`config.mk`:
```
export PLATFORM = sky130hd
export DESIGN_NAME = uart_apb_stream_bridge
export DESIGN_NICKNAME = d
export VERILOG_FILES = /design/src/rtl/uart_apb_stream_bridge.sv
export SDC_FILE = /design/constraint.sdc
export NUM_CORES = 1
export LEC_CHECK = 0
export CORE_MARGIN = 2
export CORE_UTILIZATION = 42
export CTS_CLUSTER_DIAMETER = 100
export DETAILED_ROUTE_END_ITERATION = 7
export GPL_ROUTABILITY_DRIVEN = 0
export PLACE_DENSITY = 0.77
export SYNTH_ARGS = -nofsm -noshare
export SYNTH_HDL_FRONTEND = slang
export SYNTH_SLANG_ARGS = --single-unit
```
`constraint.sdc`:
```
create_clock -name pclk -period 1.9 [get_ports pclk]
set_input_delay 0.38 -clock pclk [delete_from_list [all_inputs] [get_ports pclk]]
set_output_delay 0.38 -clock pclk [all_outputs]
set_load 0.01 [all_outputs]
```
`src/rtl/uart_apb_stream_bridge.sv`:
```
// UART APB stream bridge: configures a UART over APB, then polls STAT and
// moves bytes between a TX byte FIFO / RX holding register and the UART DATA
// register, one APB transfer per FSM state.
module uart_apb_stream_bridge #(
  parameter logic [19:0] BAUD_DIV   = 20'd867,
  parameter logic [3:0]  CTRL_VAL   = 4'h3,
  parameter int unsigned FIFO_DEPTH = 4
) (
  input  logic        pclk,
  input  logic        presetn,
  output logic        m_psel,
  output logic        m_penable,
  output logic        m_pwrite,
  output logic [11:0] m_paddr,
  output logic [31:0] m_pwdata,
  input  logic [31:0] m_prdata,
  input  logic        m_pready,
  input  logic        m_pslverr,
  input  logic [7:0]  tx_byte,
  input  logic        tx_valid,
  output logic        tx_ready,
  output logic [7:0]  rx_byte,
  output logic        rx_valid,
  input  logic        rx_ready,
  output logic        init_done,
  output logic        bus_err
);

  localparam int unsigned PTR_W  = $clog2(FIFO_DEPTH);
  localparam int unsigned CNT_W  = PTR_W + 1;
  localparam int unsigned ADDR_W = 12;
  localparam int unsigned DATA_W = 32;

  localparam logic [ADDR_W-1:0] ADDR_CTRL = 12'h000;
  localparam logic [ADDR_W-1:0] ADDR_STAT = 12'h004;
  localparam logic [ADDR_W-1:0] ADDR_DATA = 12'h008;
  localparam logic [ADDR_W-1:0] ADDR_BAUD = 12'h00C;

  typedef enum logic [2:0] {
    W_BAUD,
    W_CTRL,
    R_STAT,
    W_DATA,
    R_DATA
  } state_e;

  // PH_IDLE only exists right after reset, so the first SETUP lands on the
  // first clock edge once reset is released.
  typedef enum logic [1:0] {
    PH_IDLE,
    PH_SETUP,
    PH_ACCESS
  } phase_e;

  state_e state_q, state_d;
  phase_e phase_q, phase_d;

  logic              psel_q, psel_d;
  logic              penable_q, penable_d;
  logic              pwrite_q, pwrite_d;
  logic [ADDR_W-1:0] paddr_q, paddr_d;
  logic [DATA_W-1:0] pwdata_q, pwdata_d;

  logic [7:0]        mem_q [FIFO_DEPTH];
  logic [7:0]        mem_d [FIFO_DEPTH];
  logic [PTR_W-1:0]  wr_ptr_q, wr_ptr_d;
  logic [PTR_W-1:0]  rd_ptr_q, rd_ptr_d;
  logic [CNT_W-1:0]  cnt_q, cnt_d;
  logic              tx_ready_q, tx_ready_d;

  logic [7:0]        rx_byte_q, rx_byte_d;
  logic              rx_valid_q, rx_valid_d;
  logic              init_done_q, init_done_d;
  logic              bus_err_q, bus_err_d;

  logic              xfer_done;
  logic              fifo_push;
  logic              fifo_pop;
  logic              fifo_empty;
  logic [7:0]        fifo_head;
  logic              rx_load;
  logic              unused_prdata;

  assign xfer_done     = (phase_q == PH_ACCESS) && m_pready;
  assign fifo_push     = tx_valid && tx_ready_q;
  assign fifo_pop      = xfer_done && (state_q == W_DATA);
  assign rx_load       = xfer_done && (state_q == R_DATA);
  assign fifo_empty    = (cnt_q == '0);
  assign fifo_head     = mem_q[rd_ptr_q];
  assign unused_prdata = ^m_prdata[31:8];

  // FSM state register
  always_ff @(posedge pclk or negedge presetn) begin
    if (!presetn) begin
      state_q <= W_BAUD;
      phase_q <= PH_IDLE;
    end else begin
      state_q <= state_d;
      phase_q <= phase_d;
    end
  end

  // Next-state: APB phase sequencing and register-access selection
  always_comb begin
    state_d = state_q;
    phase_d = phase_q;
    case (phase_q)
      PH_IDLE:   phase_d = PH_SETUP;
      PH_SETUP:  phase_d = PH_ACCESS;
      PH_ACCESS: if (m_pready) phase_d = PH_SETUP;
      default:   phase_d = PH_IDLE;
    endcase
    if (xfer_done) begin
      case (state_q)
        W_BAUD: state_d = W_CTRL;
        W_CTRL: state_d = R_STAT;
        R_STAT: begin
          // RX drains first so the UART receive buffer cannot overrun.
          if (m_prdata[1] && !rx_valid_q) begin
            state_d = R_DATA;
          end else if (!m_prdata[0] && !fifo_empty) begin
            state_d = W_DATA;
          end else begin
            state_d = R_STAT;
          end
        end
        W_DATA:  state_d = R_STAT;
        R_DATA:  state_d = R_STAT;
        default: state_d = W_BAUD;
      endcase
    end
  end

  // Output decode: APB bus values for the upcoming cycle plus status flags
  always_comb begin
    psel_d    = 1'b0;
    penable_d = 1'b0;
    pwrite_d  = 1'b0;
    paddr_d   = '0;
    pwdata_d  = '0;
    if (phase_d != PH_IDLE) begin
      psel_d    = 1'b1;
      penable_d = (phase_d == PH_ACCESS);
      case (state_d)
        W_BAUD: begin
          pwrite_d = 1'b1;
          paddr_d  = ADDR_BAUD;
          pwdata_d = {12'h000, BAUD_DIV};
        end
        W_CTRL: begin
          pwrite_d = 1'b1;
          paddr_d  = ADDR_CTRL;
          pwdata_d = {28'h0000000, CTRL_VAL};
        end
        R_STAT: begin
          paddr_d = ADDR_STAT;
        end
        W_DATA: begin
          // Head is stable for the whole transfer: pop happens on completion
          // and pushes never land on the head slot while non-empty.
          pwrite_d = 1'b1;
          paddr_d  = ADDR_DATA;
          pwdata_d = {24'h000000, fifo_head};
        end
        R_DATA: begin
          paddr_d = ADDR_DATA;
        end
        default: begin
          paddr_d = '0;
        end
      endcase
    end
    init_done_d = init_done_q || (xfer_done && (state_q == W_CTRL));
    bus_err_d   = bus_err_q || (xfer_done && m_pslverr);
  end

  // TX FIFO next-state: pointer wrap is implicit in the power-of-two width
  always_comb begin
    mem_d    = mem_q;
    wr_ptr_d = wr_ptr_q;
    rd_ptr_d = rd_ptr_q;
    cnt_d    = cnt_q;
    if (fifo_push) begin
      mem_d[wr_ptr_q] = tx_byte;
      wr_ptr_d        = wr_ptr_q + PTR_W'(1);
    end
    if (fifo_pop) begin
      rd_ptr_d = rd_ptr_q + PTR_W'(1);
    end
    case ({fifo_push, fifo_pop})
      2'b10:   cnt_d = cnt_q + CNT_W'(1);
      2'b01:   cnt_d = cnt_q - CNT_W'(1);
      default: cnt_d = cnt_q;
    endcase
    tx_ready_d = (cnt_d < CNT_W'(FIFO_DEPTH));
  end

  // RX holding register next-state: load from DATA read, clear on handshake
  always_comb begin
    rx_byte_d  = rx_byte_q;
    rx_valid_d = rx_valid_q;
    if (rx_load) begin
      rx_byte_d  = m_prdata[7:0];
      rx_valid_d = 1'b1;
    end else if (rx_valid_q && rx_ready) begin
      rx_valid_d = 1'b0;
    end
  end

  // Registered outputs and datapath state
  always_ff @(posedge pclk or negedge presetn) begin
    if (!presetn) begin
      psel_q      <= 1'b0;
      penable_q   <= 1'b0;
      pwrite_q    <= 1'b0;
      paddr_q     <= '0;
      pwdata_q    <= '0;
      wr_ptr_q    <= '0;
      rd_ptr_q    <= '0;
      cnt_q       <= '0;
      tx_ready_q  <= 1'b0;
      rx_byte_q   <= '0;
      rx_valid_q  <= 1'b0;
      init_done_q <= 1'b0;
      bus_err_q   <= 1'b0;
      for (int i = 0; i < int'(FIFO_DEPTH); i++) begin
        mem_q[i] <= '0;
      end
    end else begin
      psel_q      <= psel_d;
      penable_q   <= penable_d;
      pwrite_q    <= pwrite_d;
      paddr_q     <= paddr_d;
      pwdata_q    <= pwdata_d;
      wr_ptr_q    <= wr_ptr_d;
      rd_ptr_q    <= rd_ptr_d;
      cnt_q       <= cnt_d;
      tx_ready_q  <= tx_ready_d;
      rx_byte_q   <= rx_byte_d;
      rx_valid_q  <= rx_valid_d;
      init_done_q <= init_done_d;
      bus_err_q   <= bus_err_d;
      for (int i = 0; i < int'(FIFO_DEPTH); i++) begin
        mem_q[i] <= mem_d[i];
      end
    end
  end

  assign m_psel    = psel_q;
  assign m_penable = penable_q;
  assign m_pwrite  = pwrite_q;
  assign m_paddr   = paddr_q;
  assign m_pwdata  = pwdata_q;
  assign tx_ready  = tx_ready_q;
  assign rx_byte   = rx_byte_q;
  assign rx_valid  = rx_valid_q;
  assign init_done = init_done_q;
  assign bus_err   = bus_err_q;

endmodule

```
==> impl_metrics.env, run 1 <==
export IMPL_status="finished, final reports clean"
export IMPL_ys_flop_type="dfrtp_1"
export IMPL_drt_iter0_drc=40
export IMPL_synthToLayoutAreaGrowth_pct=27.8
export IMPL_synth_top_cells_by_area="dfrtp_1, mux2_2, buf_4, mux4_2, ha_1"
export IMPL_worstPathRequired_ns=2.16
export IMPL_dp_cells=405
export IMPL_fmax_mhz=539
export IMPL_slowest_stage="or4_4"
export IMPL_p_total_uw=6350
export IMPL_synth_seq_cells=70
export IMPL_ctsRootBufferMaster="clkbuf_8"
export IMPL_tns_ns=0
export IMPL_drv_slew=0
export IMPL_antenna_left=0
export IMPL_setup_viol=0
export IMPL_peakVddDrop_mv=0.636
export IMPL_die_h_um=91.6
export IMPL_cts_tree="done"
export IMPL_cts_buffers=9
export IMPL_firstDrtPassIters=4
export IMPL_finish_utilization_pct=56.1
export IMPL_ys_seq_area_share_pct=54.4
export IMPL_grt_setup_unrepaired="true"
export IMPL_power_leakage_uw=0.00185
export IMPL_antenna_found_initial=0
export IMPL_final_cell_mix="dfrtp_1, clkdlybuf4s50_1, mux2_2"
export IMPL_insertion_delay_ns=0.35
export IMPL_synth_cell_types=38
export IMPL_groute_usage_overall_pct=15.0
export IMPL_path_class="in -> reg"
export IMPL_synth_cells=240
export IMPL_worstSetupStartpointType="input pin"
export IMPL_cts_buffer_depth=2
export IMPL_finalHoldViolations=0
export IMPL_gr_total_overflow=0
export IMPL_crit_arrival_ns=2.12
export IMPL_wl_um=5710
export IMPL_place_ws_ns=-0.428
export IMPL_viasPerCell=4.66
export IMPL_min_period_ns=1.85
export IMPL_slowest_delay_ns=0.49
export IMPL_fin_skew_ns=0.00975
export IMPL_slew_headroom_pct=63.2
export IMPL_synth_async_reset_ratio_pct=100
export IMPL_layout_cells_non_filler=422
export IMPL_crit_chain="clkdlybuf4s50_1 > nor2b_4 > or4_4 > a311oi_4 > buf_4 > a21oi_1 > nor2_1"
export IMPL_grt_pass1_vias=1993
export IMPL_portBuffers=48
export IMPL_avgSynthCellArea_um2=13.4
export IMPL_drcViolationCount=0
export IMPL_worstMarginPinSlew_ns=0.552
export IMPL_diodes=0
export IMPL_yosys_warnings=0
export IMPL_clk_pin_slew_ns=0.08
export IMPL_grt_max_degree=25
export IMPL_die_width_um=91.6
export IMPL_coreArea_um2=7330
export IMPL_num_rows=31
export IMPL_layout_setup_ws_ns=0.0457
export IMPL_netlist_area_leader_share_pct=54.4
export IMPL_synth_edff_count=0
export IMPL_max_cap_violations=0
export IMPL_finalCritPeriodShare_pct=97.6
export IMPL_p_per_area_nw_per_um2=1540
export IMPL_clock_sinks=70
export IMPL_io_pins=105
export IMPL_path_max_fanout=3
export IMPL_h_tree_depth=3
export IMPL_grt_pass1_wl_um=9700
export IMPL_vias=1967
export IMPL_mostFrequentLayoutCell="dfrtp_1"
export IMPL_final_layout_size_suffix_gt1_share_pct=32.2
export IMPL_dp_hpwl_um=4260
export IMPL_yosysTopAreaCell="dfrtp_1"
export IMPL_netlist_area_um2=3220
export IMPL_end_kind="flip-flop"
export IMPL_worstHoldPathType="in -> async"
export IMPL_wl_per_cell_um=13.5
export IMPL_initial_core_util_pct=43.9
export IMPL_final_nets=370
export IMPL_dieArea_um2=8380
-- cells by family (layout without fill, tap and decap cells) --
family	count (synthesis)	in the layout	share of synthesized area, %
buf+inv	50	102	9.83
mux	51	51	20.6
flops	70	70	54.4
simple gates	40	40	7.00
compound gates	16	16	3.85
fa+ha+maj	6	6	2.57
xor+xnor	6	6	1.63
other cells	1	32	0.116
-- layer usage --
layer  wire length [um]  GRT usage [%]  vias to the layer above
met2               2720           23.9                       75
li1                   -              -                      919
met3                376           4.65                       10
met1               2520           19.1                      963
met4                 99           6.06                        0
met5                  0              0                        -
-- final timing paths --
check | slack, ns | end | cells past startpoint | from
worst min register to register | 0.46 | bus_err$_DFF_PN0_ | 1 | bus_err$_DFF_PN0_
worst max-delay path | 0.05 | m_pwdata[0]$_DFF_PN0_ | 7 | m_prdata[1]
worst max register to register | 0.05 | cnt_q[1]$_DFFE_PN0N_ | 6 | phase_q[0]$_DFF_PN0_
min in group pclk | 0.46 | bus_err$_DFF_PN0_ | 1 | bus_err$_DFF_PN0_
worst min-delay path | 0.007 | mem_q[11]$_DFFE_PN0P_ | 1 | presetn
max in group asynchronous | 1.36 | phase_q[1]$_DFF_PN0_ | 2 | presetn
-- synthesized netlist by cell type, types with 2 or more instances --
cell type   n
inv_1       9
buf_4      33
clkbuf_1    4
dfrtp_1    70
xor2_1      2
mux2_2     42
nor3_1      2
nand3_1     6
or2_1       2
buf_2       4
ha_1        5
a21oi_1     4
nand2_1     8
nor2_1     10
nor2b_1     4
xnor2_1     4
o21ai_1     3
mux4_2      8
-- where the power goes --
group          internal (uW)  leakage, uW  switching [uW]
Sequential              2170     0.000856             383
Combinational           1550     0.000911            1070
Clock                    607    0.0000879             576
Total                   4330      0.00185            2030
-- stage by stage --
stage          hold WS (ns)  instance area [um^2]
2_1_floorplan        0.0844                  3360
3_3_place_gp          0.393                  3910
3_5_place_dp          0.400                  3910
4_1_cts              0.0106                  4110
5_1_grt              0.0330                  4110
6_report            0.00651                  4110
-- registers in the layout, indices dropped and copies added (netlist names), 2 cells and up --
signal / cells
rd_ptr_q: 2
state_q: 3
m_pwdata: 9
rx_byte: 8
mem_q: 32
wr_ptr_q: 2
cnt_q: 3
m_paddr: 2
phase_q: 2
-- final cells by class --
class / instances / area (um^2)
sequential: 70 / 1750
clock buffer: 9 / 124
fill: 640 / 3220
tap: 99 / 124
inverter: 9 / 33.8
timing repair buffer: 77 / 717
multi-input combinational: 151 / 1290
clock inverter: 7 / 73.8
-- what timing repair did --
action / 4_1_cts / 5_1_grt
pin swaps: 2 / 4
resized for setup: 2 / 0
hold buffers: 0 / 0
setup endpoints to repair: 3 / 4
buffers inserted: 0 / 1
-- worst max-delay path, delay by kind of cell --
kind	cells	cell delay, ns
simple gates	3	0.75
buf+inv	2	0.61
compound gates	2	0.38
Note: power is estimated with default switching activity, not from simulation.
==> inputs of run 2 (changes only) <==
Settings changed: CORE_UTILIZATION 42 to 43, CTS_BUF_LIST from default to sky130_fd_sc_hd__clkbuf_8, PLACE_DENSITY 0.77 to 0.79.
==> run 2 against run 1 <==
Non-clock buffer count down 2. Routed wire length up 2.5%. Cell count down 0.47%. Critical path type is now reg -> reg. Highest routed layer unchanged. Via count up 0.92%. First-iteration DRC count up 18%. Critical endpoint is now tx_ready$_DFF_PN0_. Total power up 4.9%.
==> impl_metrics.env, run 2 (same netlist as run 1, synthesis figures left out) <==
export IMPL_groute_usage_overall_pct=15.4
export IMPL_ctsRootBufferMaster="clkbuf_8"
export IMPL_layout_setup_ws_ns=0.0430
export IMPL_combPwrFrac_pct=39.6
export IMPL_clkPwrFrac_pct=22.0
export IMPL_die_width_um=90.5
export IMPL_final_cell_mix="dfrtp_1, clkdlybuf4s50_1, mux2_2"
export IMPL_clock_sinks=70
export IMPL_grt_setup_unrepaired="true"
export IMPL_worstPathRequired_ns=2.14
export IMPL_finalHoldViolations=0
export IMPL_end_kind="flip-flop"
export IMPL_path_class="reg -> reg"
export IMPL_p_sw_uw=2010
export IMPL_fin_skew_ns=0.0106
export IMPL_setup_viol=0
export IMPL_io_pins=105
export IMPL_worstHoldPathType="in -> async"
export IMPL_wl_um=5860
export IMPL_insertion_delay_ns=0.35
export IMPL_gr_total_overflow=0
export IMPL_grt_pass1_wl_um=9730
export IMPL_peakVddDrop_mv=0.576
export IMPL_drv_slew=0
export IMPL_cts_buffers=9
export IMPL_vias=1985
export IMPL_status="finished, final reports clean"
export IMPL_crit_arrival_ns=2.09
export IMPL_synthToLayoutAreaGrowth_pct=29.3
export IMPL_tns_ns=0
export IMPL_min_period_ns=1.86
export IMPL_h_tree_depth=3
export IMPL_cts_buffer_depth=2
export IMPL_fillCellCount=610
export IMPL_cts_tree="done"
export IMPL_seq_power_share_pct=38.4
export IMPL_viasPerCell=4.73
export IMPL_worstSetupStartpointType="flip-flop"
export IMPL_antenna_found_initial=0
export IMPL_wl_per_cell_um=13.9
export IMPL_final_layout_size_suffix_gt1_share_pct=32.7
export IMPL_antenna_left=0
export IMPL_power_leakage_uw=0.00190
export IMPL_dp_cells=399
export IMPL_p_total_uw=6670
export IMPL_dieArea_um2=8190
export IMPL_drt_iter0_drc=47
export IMPL_reg2reg_from="phase_q[1]$_DFF_PN0_"
export IMPL_grt_max_degree=71
export IMPL_critPathLaunch="phase_q[1]$_DFF_PN0_"
export IMPL_layout_cells_non_filler=420
export IMPL_dp_hpwl_um=4100
export IMPL_num_rows=31
export IMPL_grt_pass1_vias=2055
export IMPL_mostFrequentLayoutCell="dfrtp_1"
export IMPL_portBuffers=48
export IMPL_die_h_um=90.5
export IMPL_p_per_area_nw_per_um2=1600
export IMPL_place_ws_ns=-0.474
export IMPL_p_int_uw=4650
export IMPL_path_max_fanout=2
export IMPL_clk_pin_slew_ns=0.07
export IMPL_fmax_mhz=539
export IMPL_holdWs_ns=0.0468
export IMPL_drcViolationCount=0
export IMPL_initial_core_util_pct=44.4
export IMPL_coreArea_um2=7250
export IMPL_p_sw_share_pct=30.2
export IMPL_final_nets=368
export IMPL_firstDrtPassIters=4
export IMPL_r2r_slack_ns=0.04
export IMPL_finalCritPeriodShare_pct=97.7
export IMPL_largest_reg_flops=32
export IMPL_max_cap_violations=0
export IMPL_diodes=0
export IMPL_largest_register="mem_q"
[run 2: changes by cell type in the layout (fill, tap and decap cells not counted), sizes merged]
cell | previous run | this run
bufinv | 1 | 3
clkbuf | 9 | 11
dlymetal6s2s | 0 | 1
clkinv | 1 | 0
clkdlybuf4s50 | 46 | 45
inv | 10 | 11
clkinvlp | 4 | 0
buf | 30 | 28
[run 2: power groups by stage]
stage               sequential, uW  clock, uW  combinational, uW
global placement              2550          0               2430
finish                        2560       1470               2640
CTS                           2560       1500               2600
floorplan                     2550          0               1630
detailed placement            2590          0               2520
global route                  2660       1560               2860
[run 2: worst max-delay path, stage by stage, from the launching register on]
cell,delay [ns]
dfrtp_1,0.38
nand3b_1,0.13
nor2_2,0.06
and3_4,0.18
ha_4,0.16
fa_2,0.35
xnor2_2,0.15
nor2_1,0.11
xor2_1,0.19
inv_1,0.05
[run 2: final cells by class]
type                    instances  area [um^2]  area share [%]
multi-input cells             151         1310            31.6
well taps                      99          124            2.97
inverters                       9         33.8           0.811
repair buffers                 75          692            16.6
clock buffers                  11          151            3.64
clock inverters                 5         97.6            2.34
flip-flops and latches         70         1750            42.1
[run 2: what timing repair did]
item,4_1_cts,5_1_grt
endpoints found under the hold margin,0,0
hold buffers,0,0
endpoints found under the setup margin,3,7
gates resized for setup,3,5
pin swaps,6,7
buffers inserted,4,1
[run 2: final timing paths]
path	end	depth (start not counted)
min reg2reg	bus_err$_DFF_PN0_	1
min in group pclk	rx_byte[1]$_DFFE_PN0P_	2
max in group asynchronous	mem_q[15]$_DFFE_PN0P_	2
min	m_paddr[2]$_DFF_PN0_	2
max reg2reg	tx_ready$_DFF_PN0_	9
max	tx_ready$_DFF_PN0_	9
[run 2: metal layers]
layer,global-route usage [%],routed length [um],vias up
li1,-,-,913
met5,0,0,-
met1,18.5,2450,989
met3,5.18,403,10
met2,25.1,2900,73
met4,6.67,95,0
[run 2: metrics by stage]
stage,utilization (%),cell area (um^2)
floorplan,-,3360
global placement,53.1,3850
detailed placement,53.1,3850
CTS,57.0,4140
global route,57.4,4160
finish,57.4,4160
==> inputs of run 3 (changes only) <==
Settings changed: MAX_ROUTING_LAYER from default to met4.
==> run 3 against run 2 <==
Utilization did not move. Via count decreased by 0.30%. First-iteration DRC count increased by 2.1%. Sequential share of layout area stayed put. Die area did not move. Sequential power about the same. Non-clock buffer count is the same. Routed wire length decreased by 0.39%. Clock power is essentially flat. Total power barely moved. Sequential cell count did not move.
==> impl_metrics.env, run 3 (same netlist as run 1, synthesis figures left out) <==
export IMPL_grt_pass1_vias=2051
export IMPL_r2r_slack_ns=0.04
export IMPL_portBuffers=48
export IMPL_grt_max_degree=71
export IMPL_dieArea_um2=8190
export IMPL_worstPathRequired_ns=2.14
export IMPL_final_nets=368
export IMPL_mostFrequentLayoutCell="dfrtp_1"
export IMPL_crit_arrival_ns=2.10
export IMPL_ctsHoldBuffers=0
export IMPL_groute_usage_overall_pct=15.8
export IMPL_drcViolationCount=0
export IMPL_path_class="reg -> reg"
export IMPL_use_met2_pct=25.1
export IMPL_power_leakage_uw=0.00190
export IMPL_largest_reg_flops=32
export IMPL_grt_setup_unrepaired="true"
export IMPL_viasPerCell=4.71
export IMPL_dp_hpwl_um=4100
export IMPL_diodes=0
export IMPL_largest_register="mem_q"
export IMPL_p_sw_share_pct=30.1
export IMPL_min_period_ns=1.86
export IMPL_max_cap_violations=0
export IMPL_p_sw_uw=2010
export IMPL_gr_total_overflow=0
export IMPL_cts_tree="done"
export IMPL_wl_per_cell_um=13.9
export IMPL_dp_cells=399
export IMPL_place_ws_ns=-0.474
export IMPL_synthToLayoutAreaGrowth_pct=29.3
export IMPL_vias=1979
export IMPL_layout_cells_non_filler=420
export IMPL_wl_um=5830
export IMPL_io_pins=105
export IMPL_cts_buffer_depth=2
export IMPL_clock_sinks=70
export IMPL_initial_core_util_pct=44.4
export IMPL_worstSetupStartpointType="flip-flop"
export IMPL_final_cell_mix="dfrtp_1, clkdlybuf4s50_1, mux2_2"
export IMPL_gr_usage_met1_pct=18.8
export IMPL_antenna_found_initial=0
export IMPL_busiest_layer="met2"
export IMPL_firstDrtPassIters=4
export IMPL_fmax_mhz=538
export IMPL_die_width_um=90.5
export IMPL_grt_pass1_wl_um=9740
export IMPL_antenna_left=0
export IMPL_worstHoldPathType="in -> async"
export IMPL_holdWs_ns=0.0396
export IMPL_h_tree_depth=3
export IMPL_layout_setup_ws_ns=0.0412
export IMPL_cts_buffers=9
export IMPL_combPwrFrac_pct=39.6
export IMPL_finalCritPeriodShare_pct=97.8
export IMPL_path_max_fanout=2
export IMPL_num_rows=31
export IMPL_setup_viol=0
export IMPL_reg2reg_from="phase_q[1]$_DFF_PN0_"
export IMPL_drt_iter0_drc=48
export IMPL_clk_pin_slew_ns=0.07
export IMPL_use_met3_pct=4.59
export IMPL_seq_power_share_pct=38.4
export IMPL_die_h_um=90.5
export IMPL_ff2ff_path_depth=9
export IMPL_p_per_area_nw_per_um2=1600
export IMPL_clkPwrFrac_pct=22.0
export IMPL_end_kind="flip-flop"
export IMPL_status="finished, final reports clean"
export IMPL_r2r_end="tx_ready$_DFF_PN0_"
export IMPL_fin_skew_ns=0.00998
export IMPL_insertion_delay_ns=0.35
export IMPL_final_layout_size_suffix_gt1_share_pct=32.7
export IMPL_ctsRootBufferMaster="clkbuf_8"
export IMPL_drv_slew=0
export IMPL_coreArea_um2=7250
export IMPL_p_int_uw=4650
export IMPL_finalHoldViolations=0
export IMPL_peakVddDrop_mv=0.579
run 3: cell counts in the layout (fill, tap and decap cells not counted):
Identical to the previous run, type by type.
run 3: area by class of cell:
| class | instances | area (um^2) |
|---|---|---|
| Fill cell | 610 | 3090 |
| Sequential cell | 70 | 1750 |
| Multi-Input combinational cell | 151 | 1310 |
| Timing Repair Buffer | 75 | 692 |
| Clock buffer | 11 | 151 |
| Tap cell | 99 | 124 |
| Clock inverter | 5 | 97.6 |
| Inverter | 9 | 33.8 |
run 3: stage by stage:
stage,TNS (ns),power [uW],instance area [um^2],util [%]
detailed placement,-4.67,5110,3850,53.1
finish,0,6660,4160,57.4
global placement,-3.87,4980,3850,53.1
floorplan,0,4170,3360,-
CTS,-0.00346,6660,4140,57.0
global route,-0.0540,7080,4160,57.4
run 3: power groups by stage:
| stage | registers (uW) | clock network (uW) | logic [uW] |
|---|---|---|---|
| global route | 2660 | 1560 | 2860 |
| detailed placement | 2590 | 0 | 2520 |
| finish | 2560 | 1470 | 2640 |
| CTS | 2560 | 1500 | 2600 |
| floorplan | 2550 | 0 | 1630 |
| global placement | 2550 | 0 | 2430 |
run 3: worst max-delay path: stages (launching register included):
cell and delay [ns]:
dfrtp_1 0.38, nand3b_1 0.13, nor2_2 0.06, and3_4 0.18, ha_4 0.16, fa_2 0.35, xnor2_2 0.15, nor2_1 0.11
xor2_1 0.19, inv_1 0.05
run 3: per-layer routing:
metal,vias up,share of wire (%)
met3,10,5.7
met1,991,42
met2,66,51
li1,912,-
met5,-,0
met4,0,1.3
run 3: worst max-delay path by stage:
| stage | start | endpoint |
|---|---|---|
| 3_3_place_gp | m_pready | tx_ready$_DFF_PN0_ |
| 4_1_cts | phase_q[1]$_DFF_PN0_ | tx_ready$_DFF_PN0_ |
| 5_1_grt | phase_q[1]$_DFF_PN0_ | tx_ready$_DFF_PN0_ |
| 2_1_floorplan | phase_q[0]$_DFF_PN0_ | cnt_q[1]$_DFFE_PN0N_ |
| 6_report | phase_q[1]$_DFF_PN0_ | tx_ready$_DFF_PN0_ |
| 3_5_place_dp | m_pready | tx_ready$_DFF_PN0_ |
run 3: repair_timing:
item	in CTS	in global routing
resized for setup	3	5
pin swaps	6	7
setup buffers	4	1
endpoints found under the setup margin	3	7
